<file path="config.mk">
export PLATFORM = sky130hd
export DESIGN_NAME = seq_stream_ctrl
export DESIGN_NICKNAME = d
export VERILOG_FILES = /design/src/rtl/seq_stream_ctrl.sv
export SDC_FILE = /design/constraint.sdc
export NUM_CORES = 1
export LEC_CHECK = 0
export CAP_MARGIN = 20
export CORE_MARGIN = 3
export CORE_UTILIZATION = 25
export CTS_BUF_LIST = sky130_fd_sc_hd__clkbuf_4 sky130_fd_sc_hd__clkbuf_8 sky130_fd_sc_hd__clkbuf_16
export DETAILED_ROUTE_END_ITERATION = 10
export PLACE_DENSITY = 0.47
export SYNTH_ARGS = -nofsm -noshare
export SYNTH_HDL_FRONTEND = slang
export SYNTH_SLANG_ARGS = --single-unit
</file>
<file path="constraint.sdc">
create_clock -name clk -period 2.7 [get_ports clk]
set_input_delay 0.54 -clock clk [delete_from_list [all_inputs] [get_ports clk]]
set_output_delay 0.54 -clock clk [all_outputs]
set_load 0.02 [all_outputs]
</file>
<file path="src/rtl/seq_stream_ctrl.sv">
// rtl/seq_stream_ctrl.sv - streams a parallel word MSB-first into a serial detector and counts its matches
// Optional continuous mode (detector state carried across words): define SEQ_STREAM_CONT_EN.
module seq_stream_ctrl #(
  parameter int WIDTH = 8,
  parameter int CNT_W = 4
) (
  input  logic             clk,
  input  logic             reset,
  input  logic             start,
  input  logic [WIDTH-1:0] din,
  output logic             ready,
  output logic             busy,
  output logic             det_rst,
  output logic             x,
  input  logic             z,
  output logic [CNT_W-1:0] count,
  output logic             done
);

  localparam int BW = $clog2(WIDTH) + 1;
  localparam logic [BW-1:0]    LAST    = BW'(WIDTH - 1);
  localparam logic [CNT_W-1:0] CNT_MAX = {CNT_W{1'b1}};

  typedef enum logic [1:0] {S_IDLE, S_CLEAR, S_SHIFT, S_DONE} state_t;

  state_t           state, state_nx;
  logic [WIDTH-1:0] shreg, shreg_nx;
  logic [BW-1:0]    bitcnt;
  logic             accept;

  always_ff @(posedge clk or posedge reset) begin
    if (reset) state <= S_IDLE;
    else       state <= state_nx;
  end

  always_comb begin
    state_nx = state;
    ready    = 1'b0;
    busy     = 1'b0;
    det_rst  = 1'b0;
    done     = 1'b0;
    accept   = 1'b0;
    case (state)
      S_IDLE: begin
        ready = 1'b1;
        if (start) begin
          accept   = 1'b1;
          state_nx = S_CLEAR;
        end
      end
      S_CLEAR: begin
        busy     = 1'b1;
        det_rst  = 1'b1;
        state_nx = S_SHIFT;
      end
      S_SHIFT: begin
        busy = 1'b1;
        if (bitcnt == LAST) state_nx = S_DONE;
      end
      S_DONE: begin
        done     = 1'b1;
        state_nx = S_IDLE;
`ifdef SEQ_STREAM_CONT_EN
        // Back-to-back word: skip CLEAR so the detector keeps its history.
        ready = 1'b1;
        if (start) begin
          accept   = 1'b1;
          state_nx = S_SHIFT;
        end
`endif
      end
      default: state_nx = S_IDLE;
    endcase

    shreg_nx = shreg;
    if (accept)                shreg_nx = din;
    else if (state == S_SHIFT) shreg_nx = {shreg[WIDTH-2:0], 1'b0};
  end

  // x is registered from the next shift-register MSB so it is glitch-free and 0 outside SHIFT.
  always_ff @(posedge clk or posedge reset) begin
    if (reset) begin
      shreg  <= '0;
      bitcnt <= '0;
      count  <= '0;
      x      <= 1'b0;
    end else begin
      shreg <= shreg_nx;
      x     <= (state_nx == S_SHIFT) ? shreg_nx[WIDTH-1] : 1'b0;
      if (accept) begin
        bitcnt <= '0;
        count  <= '0;
      end else if (state == S_SHIFT) begin
        bitcnt <= bitcnt + 1'b1;
        if (z && (count != CNT_MAX)) count <= count + 1'b1;
      end
    end
  end

endmodule

</file>
==> results of run 1 <==
-- per-layer routing --
| layer | vias to the layer above | share of wire (%) | routed length [microns] |
|---|---|---|---|
| met5 | - | 0 | 0 |
| met4 | 0 | 2.1 | 39 |
| met3 | 5 | 4.9 | 92 |
| met2 | 16 | 47 | 877 |
| met1 | 322 | 46 | 874 |
| li1 | 362 | - | - |
-- through the flow --
| stage | instance area (sq um) | hold WS [ps] | cells |
|---|---|---|---|
| floorplan | 972 | 479 | 93 |
| global placement | 1220 | 510 | 158 |
| detailed placement | 1220 | 504 | 158 |
| CTS | 1260 | 526 | 162 |
| global route | 1260 | 555 | 162 |
| finish | 1260 | 519 | 162 |
-- Yosys cell counts --
library cell / instances / share of area (%)
nand2_1: 11 / 4.2
nand3b_1: 2 / 1.5
buf_2: 1 / 0.51
and3_4: 1 / 1.2
nand4b_1: 1 / 0.90
or3_1: 2 / 1.3
buf_4: 2 / 1.5
o311ai_0: 1 / 0.90
xor2_1: 2 / 1.8
nand3_1: 1 / 0.51
nor4bb_1: 1 / 1.0
inv_1: 5 / 1.9
nand4_1: 1 / 0.64
or3b_1: 1 / 0.90
dfrtp_1: 19 / 49
xnor2_1: 1 / 0.90
o22ai_1: 1 / 0.64
o41ai_1: 1 / 0.90
clkbuf_1: 1 / 0.39
o21ai_0: 9 / 4.6
nand2_4: 1 / 1.2
and2_1: 1 / 0.64
nor2_1: 6 / 2.3
a21oi_1: 5 / 2.6
o31ai_1: 1 / 0.77
mux2i_1: 8 / 8.2
ha_1: 7 / 9.0
-- layout make-up --
| cell class | instances | area, sq um | share of cell area [%] |
|---|---|---|---|
| Clock buffer | 4 | 48.8 | 3.86 |
| Inverter | 5 | 18.8 | 1.48 |
| Multi-Input combinational cell | 65 | 454 | 35.9 |
| Sequential cell | 19 | 475 | 37.6 |
| Tap cell | 48 | 60.1 | 4.75 |
| Timing Repair Buffer | 21 | 208 | 16.4 |
-- registers in the layout, summed over array words and instances, names as in the netlist --
register and flops:
bitcnt 4, shreg 8, count 4, x 1, state 2
-- critical path: stages, from the launching register on --
cell             delay, ps
dfrtp_1                410
inv_1                  100
ha_1                   300
clkdlybuf4s50_1        610
-- cells by family (layout without fill, tap and decap cells) --
logic type                 Yosys count  in the layout  synth area share [%]
adders and majority gates            7              7                  9.01
AOI/OAI and AO/OA                   18             18                  10.4
and+or+nand+nor                     29             29                  16.3
muxes                                8              8                  8.24
buffers and inverters                9             30                  4.37
DFF                                 19             19                  48.9
xor gates and xnor gates             3              3                  2.70
-- placed cells by master (no fill, tap or decap), types with 2 or more instances in the layout --
master	netlist	routed
clkdlybuf4s50_1	0	20
dfrtp_1	19	19
nand2_1	11	11
o21ai_0	9	9
mux2i_1	8	8
ha_1	7	7
nor2_1	6	6
inv_1	5	5
a21oi_1	5	5
clkbuf_8	0	3
xor2_1	2	2
nand3b_1	2	2
or3_1	2	2
-- path summary, 6_finish.rpt --
path | from | slack (ps) | end
worst max-delay path | state[0]$_DFF_PP0_ | 490 | busy
max in group asynchronous | reset | 1550 | bitcnt[1]$_DFFE_PP0P_
worst max register to register | state[0]$_DFF_PP0_ | 950 | bitcnt[3]$_DFFE_PP0P_
min in group asynchronous | reset | 700 | shreg[6]$_DFFE_PP0P_
worst min register to register | shreg[0]$_DFFE_PP0P_ | 520 | shreg[0]$_DFFE_PP0P_
worst min-delay path | shreg[0]$_DFFE_PP0P_ | 520 | shreg[0]$_DFFE_PP0P_
-- power by group through the flow --
stage | Combinational, mW | Clock [mW] | Sequential (mW)
6_report | 0.519 | 0.208 | 0.448
5_1_grt | 0.576 | 0.229 | 0.467
4_1_cts | 0.534 | 0.215 | 0.451
3_5_place_dp | 0.531 | 0 | 0.456
3_3_place_gp | 0.521 | 0 | 0.455
2_1_floorplan | 0.351 | 0 | 0.460
==> flow_summary.ini, run 1 <==
[outcome]
outcome = finished, final reports clean

[setup_path]
cp.required_ps = 2160
worstPathMaxFanout = 4
cp-start-kind = flop
worstPathArrival_ps = 1670
critPathCaptureType = output pin
r2r_cells = 6
path_class = reg -> out

[grt]
top_usage_layer = met2
grt_pass1_vias = 740
grt-ovfl-total = 0
use_met3_pct = 2.46
grtUsageTotal_pct = 9.74
grt_max_degree = 22
grtUsageMet1_pct = 12.0
antenna_found_initial = 0
grtUsageMet2_pct = 15.9
grt_pass1_wl_microns = 3270

[clocking]
cts_resized = 0
clock-sinks = 19
cts_buffer_depth = 2
cts_tree = built
root_buffer = clkbuf_8
clk_pin_slew_ps = 70
cts_max_level = 1
post_cts_buffers = 0
cts_hold_buffers = 0
clock_latency_ps = 250
cts_buffers = 3

[timing]
min_period_over_period_pct = 81.8
fin_crit_ps = 2210
finalMaxSlewViolations = 0
slew_headroom_pct = 51.9
skew_ps = 2.18
rsz0062_at_grt = no
timing.fmax_ghz = 0.453
setup_viol = 0
setup_slack_ps = 493
tightest_slew_ps = 721
tns_ps = 0
hold_violations = 0

[job]
drv_cap = 0

[floorplan]
die_x_microns = 68.4
row_count = 22
initial_utilization_pct = 26.2
die-height_microns = 68.4
die_area_sq_um = 4670
pin_count = 21
coreArea_sq_um = 3720

[logic_synthesis]
avgSynthCellArea_sq_um = 10.5
yosysSeqAreaShare_pct = 48.9
syn_inst = 93
synth.distinct_cells = 27
synth_fp_nets = 112
netlist_area_sq_um = 972
synth-warning-count = 0
synth_seq_cells = 19

[finish]
area_growth_pct = 30.1
finalNetCount = 134
antennaDiodeCount = 0
final_util_pct = 34.0
final.fill_count = 405
drive_gt1_share_pct = 6.14

[place]
gp_congestion = 0.632
pre_cts_ws_ps = 689
portBuffers = 20
dp_hpwl_microns = 1450

[power]
ir_drop_uv = 256
pwr-share-comb_pct = 44.2
intPower_uw = 740
p_clk_share_pct = 17.7
powerDensity_nw_per_um2 = 928
power_frac_seq_pct = 38.1
swShare_pct = 37.0
power_mw = 1.17
p_sw_uw = 434
leakagePower_nw = 0.543

[worst_hold_path]
hp-class = reg -> reg
worstHoldPathCells = 2

[route]
wl_microns = 1880
drt_pass1_iterations = 4
avgRoutedWirePerCell_microns = 11.6
antenna_left = 0
vias = 705
drtIter0Drc = 15
drc = 0
drt-vias-per-instance = 4.35
Note: power is estimated with default switching activity, not from simulation.
==> inputs of run 2 (changes only) <==
==> constraint.sdc (replaced) <==
create_clock -name clk -period 2.3 [get_ports clk]
set_input_delay 0.46 -clock clk [delete_from_list [all_inputs] [get_ports clk]]
set_output_delay 0.46 -clock clk [all_outputs]
set_load 0.02 [all_outputs]
==> flow_summary.ini, run 2 (synthesis gave the netlist of run 1 again) <==
[outcome]
outcome = finished, final reports clean

[setup_path]
slowest_delay_ps = 600
crit_path_cell_trace = inv_1 > ha_1 > clkdlybuf4s50_1
cp.required_ps = 1840
cp-endpoint = busy
reg2reg_setup_slack_ps = 650
cp-start-kind = flop
worstReg2RegStart = state[0]$_DFF_PP0_
worstPathMaxFanout = 4
worstPathArrival_ps = 1650
critPathCaptureType = output pin
rr_endpoint = bitcnt[3]$_DFFE_PP0P_
path_class = reg -> out
crit_start = state[0]$_DFF_PP0_
r2r_cells = 6
crit_slowest_cell = clkdlybuf4s50_1

[timing]
min_period_over_period_pct = 91.6
tns_ps = 0
setup_slack_ps = 193
slew_headroom_pct = 73.1
hold_violations = 0
setup_viol = 0
tightest_slew_ps = 403
whs_ps = 526
fin_crit_ps = 2110
rsz0062_at_grt = no
finalMaxSlewViolations = 0
timing.fmax_ghz = 0.475
skew_ps = 4.99

[floorplan]
die_area_sq_um = 4670
row_count = 22
pin_count = 21
die-height_microns = 68.4
initial_utilization_pct = 26.2
coreArea_sq_um = 3720
die_x_microns = 68.4

[power]
leakagePower_nw = 0.553
powerDensity_nw_per_um2 = 1080
ir_drop_uv = 367

[route]
wl_microns = 1900
drc = 0
drtIter0Drc = 9
avgRoutedWirePerCell_microns = 11.6
antenna_left = 0
drt_pass1_iterations = 4
drt-vias-per-instance = 4.46
vias = 731

[finish]
seqCellArea_sq_um = 475
finalNetCount = 136
final_common_cell = clkdlybuf4s50_1
largest_register_ff_count = 8
top_regs = shreg x8, bitcnt x4, count x4
antennaDiodeCount = 0
area_growth_pct = 31.7
final_cell_mix = 20 x clkdlybuf4s50_1, 19 x dfrtp_1, 11 x nand2_1, 9 x o21ai_0, 8 x mux2i_1
final.fill_count = 399
multi_input_area_sq_um = 454
regMostFlops = shreg
drive_gt1_share_pct = 7.76

[clocking]
clock-sinks = 19
root_buffer = clkbuf_8
cts_max_level = 1
clk_pin_slew_ps = 70
clock_latency_ps = 250
post_cts_buffers = 0
cts_buffers = 3
cts_tree = built
cts_hold_buffers = 0
cts_resized = 0
cts_buffer_depth = 2

[grt]
grt_pass1_wl_microns = 3130
grt-ovfl-total = 0
grtUsageTotal_pct = 9.14
grt_max_degree = 22
antenna_found_initial = 0
grt_pass1_vias = 740

[place]
dp_hpwl_microns = 1420
gp_congestion = 0.659
pre_cts_ws_ps = 462
portBuffers = 20

[job]
drv_cap = 0

[worst_hold_path]
hp-class = reg -> reg
worstHoldPathCells = 2
## run 2: cell count changes in the layout (fill, tap and decap cells not counted), sizes merged
cell / change
buf: +2
## run 2: worst min path at each step
stage,startpoint,endpoint,slack [ps]
final,shreg[0]$_DFFE_PP0P_,shreg[0]$_DFFE_PP0P_,530
after global routing,shreg[0]$_DFFE_PP0P_,shreg[0]$_DFFE_PP0P_,540
after CTS,shreg[0]$_DFFE_PP0P_,shreg[0]$_DFFE_PP0P_,530
after detailed placement,shreg[0]$_DFFE_PP0P_,shreg[0]$_DFFE_PP0P_,500
after global placement,shreg[0]$_DFFE_PP0P_,shreg[0]$_DFFE_PP0P_,510
after floorplan,reset,bitcnt[0]$_DFFE_PP0P_,410
## run 2: critical path, delay by kind of cell, from the launching register on
family                   cells  cell delay, ps
flip-flops                   1             400
buffers and inverters        2             700
adder cells (fa/ha/maj)      1             300
## run 2: routing by layer
| metal | vias up | global-route usage [%] | wire length, microns |
|---|---|---|---|
| li1 | 368 | - | - |
| met1 | 348 | 9.92 | 833 |
| met2 | 13 | 16.6 | 963 |
| met3 | 2 | 2.46 | 88 |
| met4 | 0 | 3.72 | 13 |
| met5 | - | 0 | 0 |
## run 2: power by group
group	switching (mW)	internal (mW)	total, mW
clock	0.107	0.135	0.242
sequential	0.0729	0.451	0.524
combinational	0.324	0.288	0.612
total	0.504	0.875	1.38
## run 2: area by class of cell
cell class                 instances  area share [%]
multi-input combinational         65            35.5
inverter                           5            1.47
sequential                        19            37.1
tap                               48            4.69
timing repair buffer              23            17.4
clock buffer                       4            3.81
## run 2: metrics by stage
stage	utilization [%]	cell area, sq um	instances	total power, mW
floorplan	-	972	93	0.952
global placement	33.1	1230	160	1.15
detailed placement	33.1	1230	160	1.16
CTS	34.4	1280	164	1.41
global route	34.4	1280	164	1.49
finish	34.4	1280	164	1.38
==> inputs of run 3 (changes only) <==
--- a/config.mk
+++ b/config.mk
@@ -6,7 +6,8 @@
 export NUM_CORES = 1
 export LEC_CHECK = 0
 export CAP_MARGIN = 20
-export CORE_MARGIN = 3
+export CORE_ASPECT_RATIO = 0.6
+export CORE_MARGIN = 2
 export CORE_UTILIZATION = 25
 export CTS_BUF_LIST = sky130_fd_sc_hd__clkbuf_4 sky130_fd_sc_hd__clkbuf_8 sky130_fd_sc_hd__clkbuf_16
 export DETAILED_ROUTE_END_ITERATION = 10
==> constraint.sdc (replaced) <==
create_clock -name clk -period 2.15 [get_ports clk]
set_input_delay 0.43 -clock clk [delete_from_list [all_inputs] [get_ports clk]]
set_output_delay 0.43 -clock clk [all_outputs]
set_load 0.02 [all_outputs]
==> flow_summary.ini, run 3 (synthesis gave the netlist of run 1 again) <==
[outcome]
outcome = finished, final reports clean

[power]
swShare_pct = 38.2
intPower_uw = 928
ir_drop_uv = 565
leakagePower_nw = 0.568
powerDensity_nw_per_um2 = 1170
p_clk_share_pct = 17.2
p_sw_uw = 573
power_frac_seq_pct = 37.9
power_mw = 1.50
pwr-share-comb_pct = 44.8

[timing]
skew_ps = 7.84
setup_viol = 0
setup_slack_ps = 103
hold_violations = 0
timing.fmax_ghz = 0.488
min_period_over_period_pct = 95.2
fin_crit_ps = 2050
rsz0062_at_grt = no
tightest_slew_ps = 490
finalMaxSlewViolations = 0
whs_ps = 486
tns_ps = 0
slew_headroom_pct = 67.3

[setup_path]
worstPathMaxFanout = 4
cp-endpoint = ready
crit_path_cell_trace = inv_1 > ha_1 > clkdlybuf4s50_1
cp.depth = 3
path_class = reg -> out
critPathCaptureType = output pin
cp-start-kind = flop
crit_family = buffers and inverters
cp.required_ps = 1720
crit_start = state[0]$_DFF_PP0_
r2r_cells = 5
slowest_delay_ps = 620
crit_slowest_cell = clkdlybuf4s50_1
crit_buf_inv = 2
worstPathArrival_ps = 1620
worstReg2RegStart = state[0]$_DFF_PP0_
reg2reg_setup_slack_ps = 420
rr_endpoint = count[3]$_DFFE_PP0P_

[clocking]
root_buffer = clkbuf_8
cts_hold_buffers = 0
clk_pin_slew_ps = 80
clock_latency_ps = 270
cts_buffers = 3
post_cts_buffers = 0
cts_resized = 0
cts_max_level = 1
clock-sinks = 19
cts_tree = built
cts_buffer_depth = 2

[route]
vias = 736
drc = 0
drt-vias-per-instance = 4.49
drt_pass1_iterations = 4
antenna_left = 0
wl_microns = 2060
avgRoutedWirePerCell_microns = 12.6
drtIter0Drc = 44

[job]
drv_cap = 0

[finish]
largest_register_ff_count = 8
final_util_pct = 34.8
regMostFlops = shreg
top_regs = shreg x8, bitcnt x4, count x4
drive_gt1_share_pct = 8.55
fin_cells = 164
antennaDiodeCount = 0
final_cell_mix = 19 x dfrtp_1, 19 x clkdlybuf4s50_1, 11 x nand2_1, 9 x o21ai_0, 8 x mux2i_1
finalNetCount = 137
area_growth_pct = 32.3
finish.instance_area_sq_um = 1290

[floorplan]
initial_utilization_pct = 26.3
row_count = 17
die_x_microns = 84.5
coreArea_sq_um = 3700
die_area_sq_um = 4420
die-height_microns = 52.3
pin_count = 21

[place]
gp_congestion = 0.723
dp_hpwl_microns = 1550
pre_cts_ws_ps = 341
portBuffers = 20
dpl_cell_area_sq_um = 1240
dp.cells = 160

[grt]
grt_pass1_vias = 757
antenna_found_initial = 0
grt_pass1_wl_microns = 3590
grtUsageTotal_pct = 10.9
grt_max_degree = 20
grt-ovfl-total = 0

[worst_hold_path]
hp-class = in -> async
## run 3: worst min path at each step
stage,from,endpoint,slack [ps],cells after the start
3_5_place_dp,shreg[0]$_DFFE_PP0P_,shreg[0]$_DFFE_PP0P_,510,2
6_report,reset,bitcnt[1]$_DFFE_PP0P_,490,3
2_1_floorplan,reset,bitcnt[0]$_DFFE_PP0P_,380,1
4_1_cts,reset,shreg[4]$_DFFE_PP0P_,490,3
5_1_grt,reset,shreg[4]$_DFFE_PP0P_,510,3
3_3_place_gp,shreg[0]$_DFFE_PP0P_,shreg[0]$_DFFE_PP0P_,500,2
## run 3: layer usage
| metal | vias up | track usage (%) | part of all wire, % |
|---|---|---|---|
| met1 | 343 | 15.1 | 54 |
| met3 | 5 | 4.09 | 4.7 |
| met4 | 0 | 3.97 | 1.3 |
| li1 | 370 | - | - |
| met2 | 18 | 15.4 | 40 |
| met5 | - | 0 | 0 |
## run 3: power by group through the flow
stage	Clock [mW]	Sequential [mW]	Combinational [mW]
after floorplan	0	0.578	0.440
after global placement	0	0.570	0.678
after detailed placement	0	0.578	0.680
after CTS	0.265	0.570	0.689
after global routing	0.284	0.590	0.763
final	0.259	0.570	0.673
## run 3: area by class of cell
type	count	area (sq um)
Clock inverter	1	5.00
Multi-Input combinational cell	65	454
Fill cell	400	2410
Tap cell	47	58.8
Sequential cell	19	475
Clock buffer	3	41.3
Inverter	5	18.8
Timing Repair Buffer	24	233
## run 3: tightest hold or removal path: stages
cell and delay, ps:
clkdlybuf4s50_1 390, inv_1 50, buf_4 260
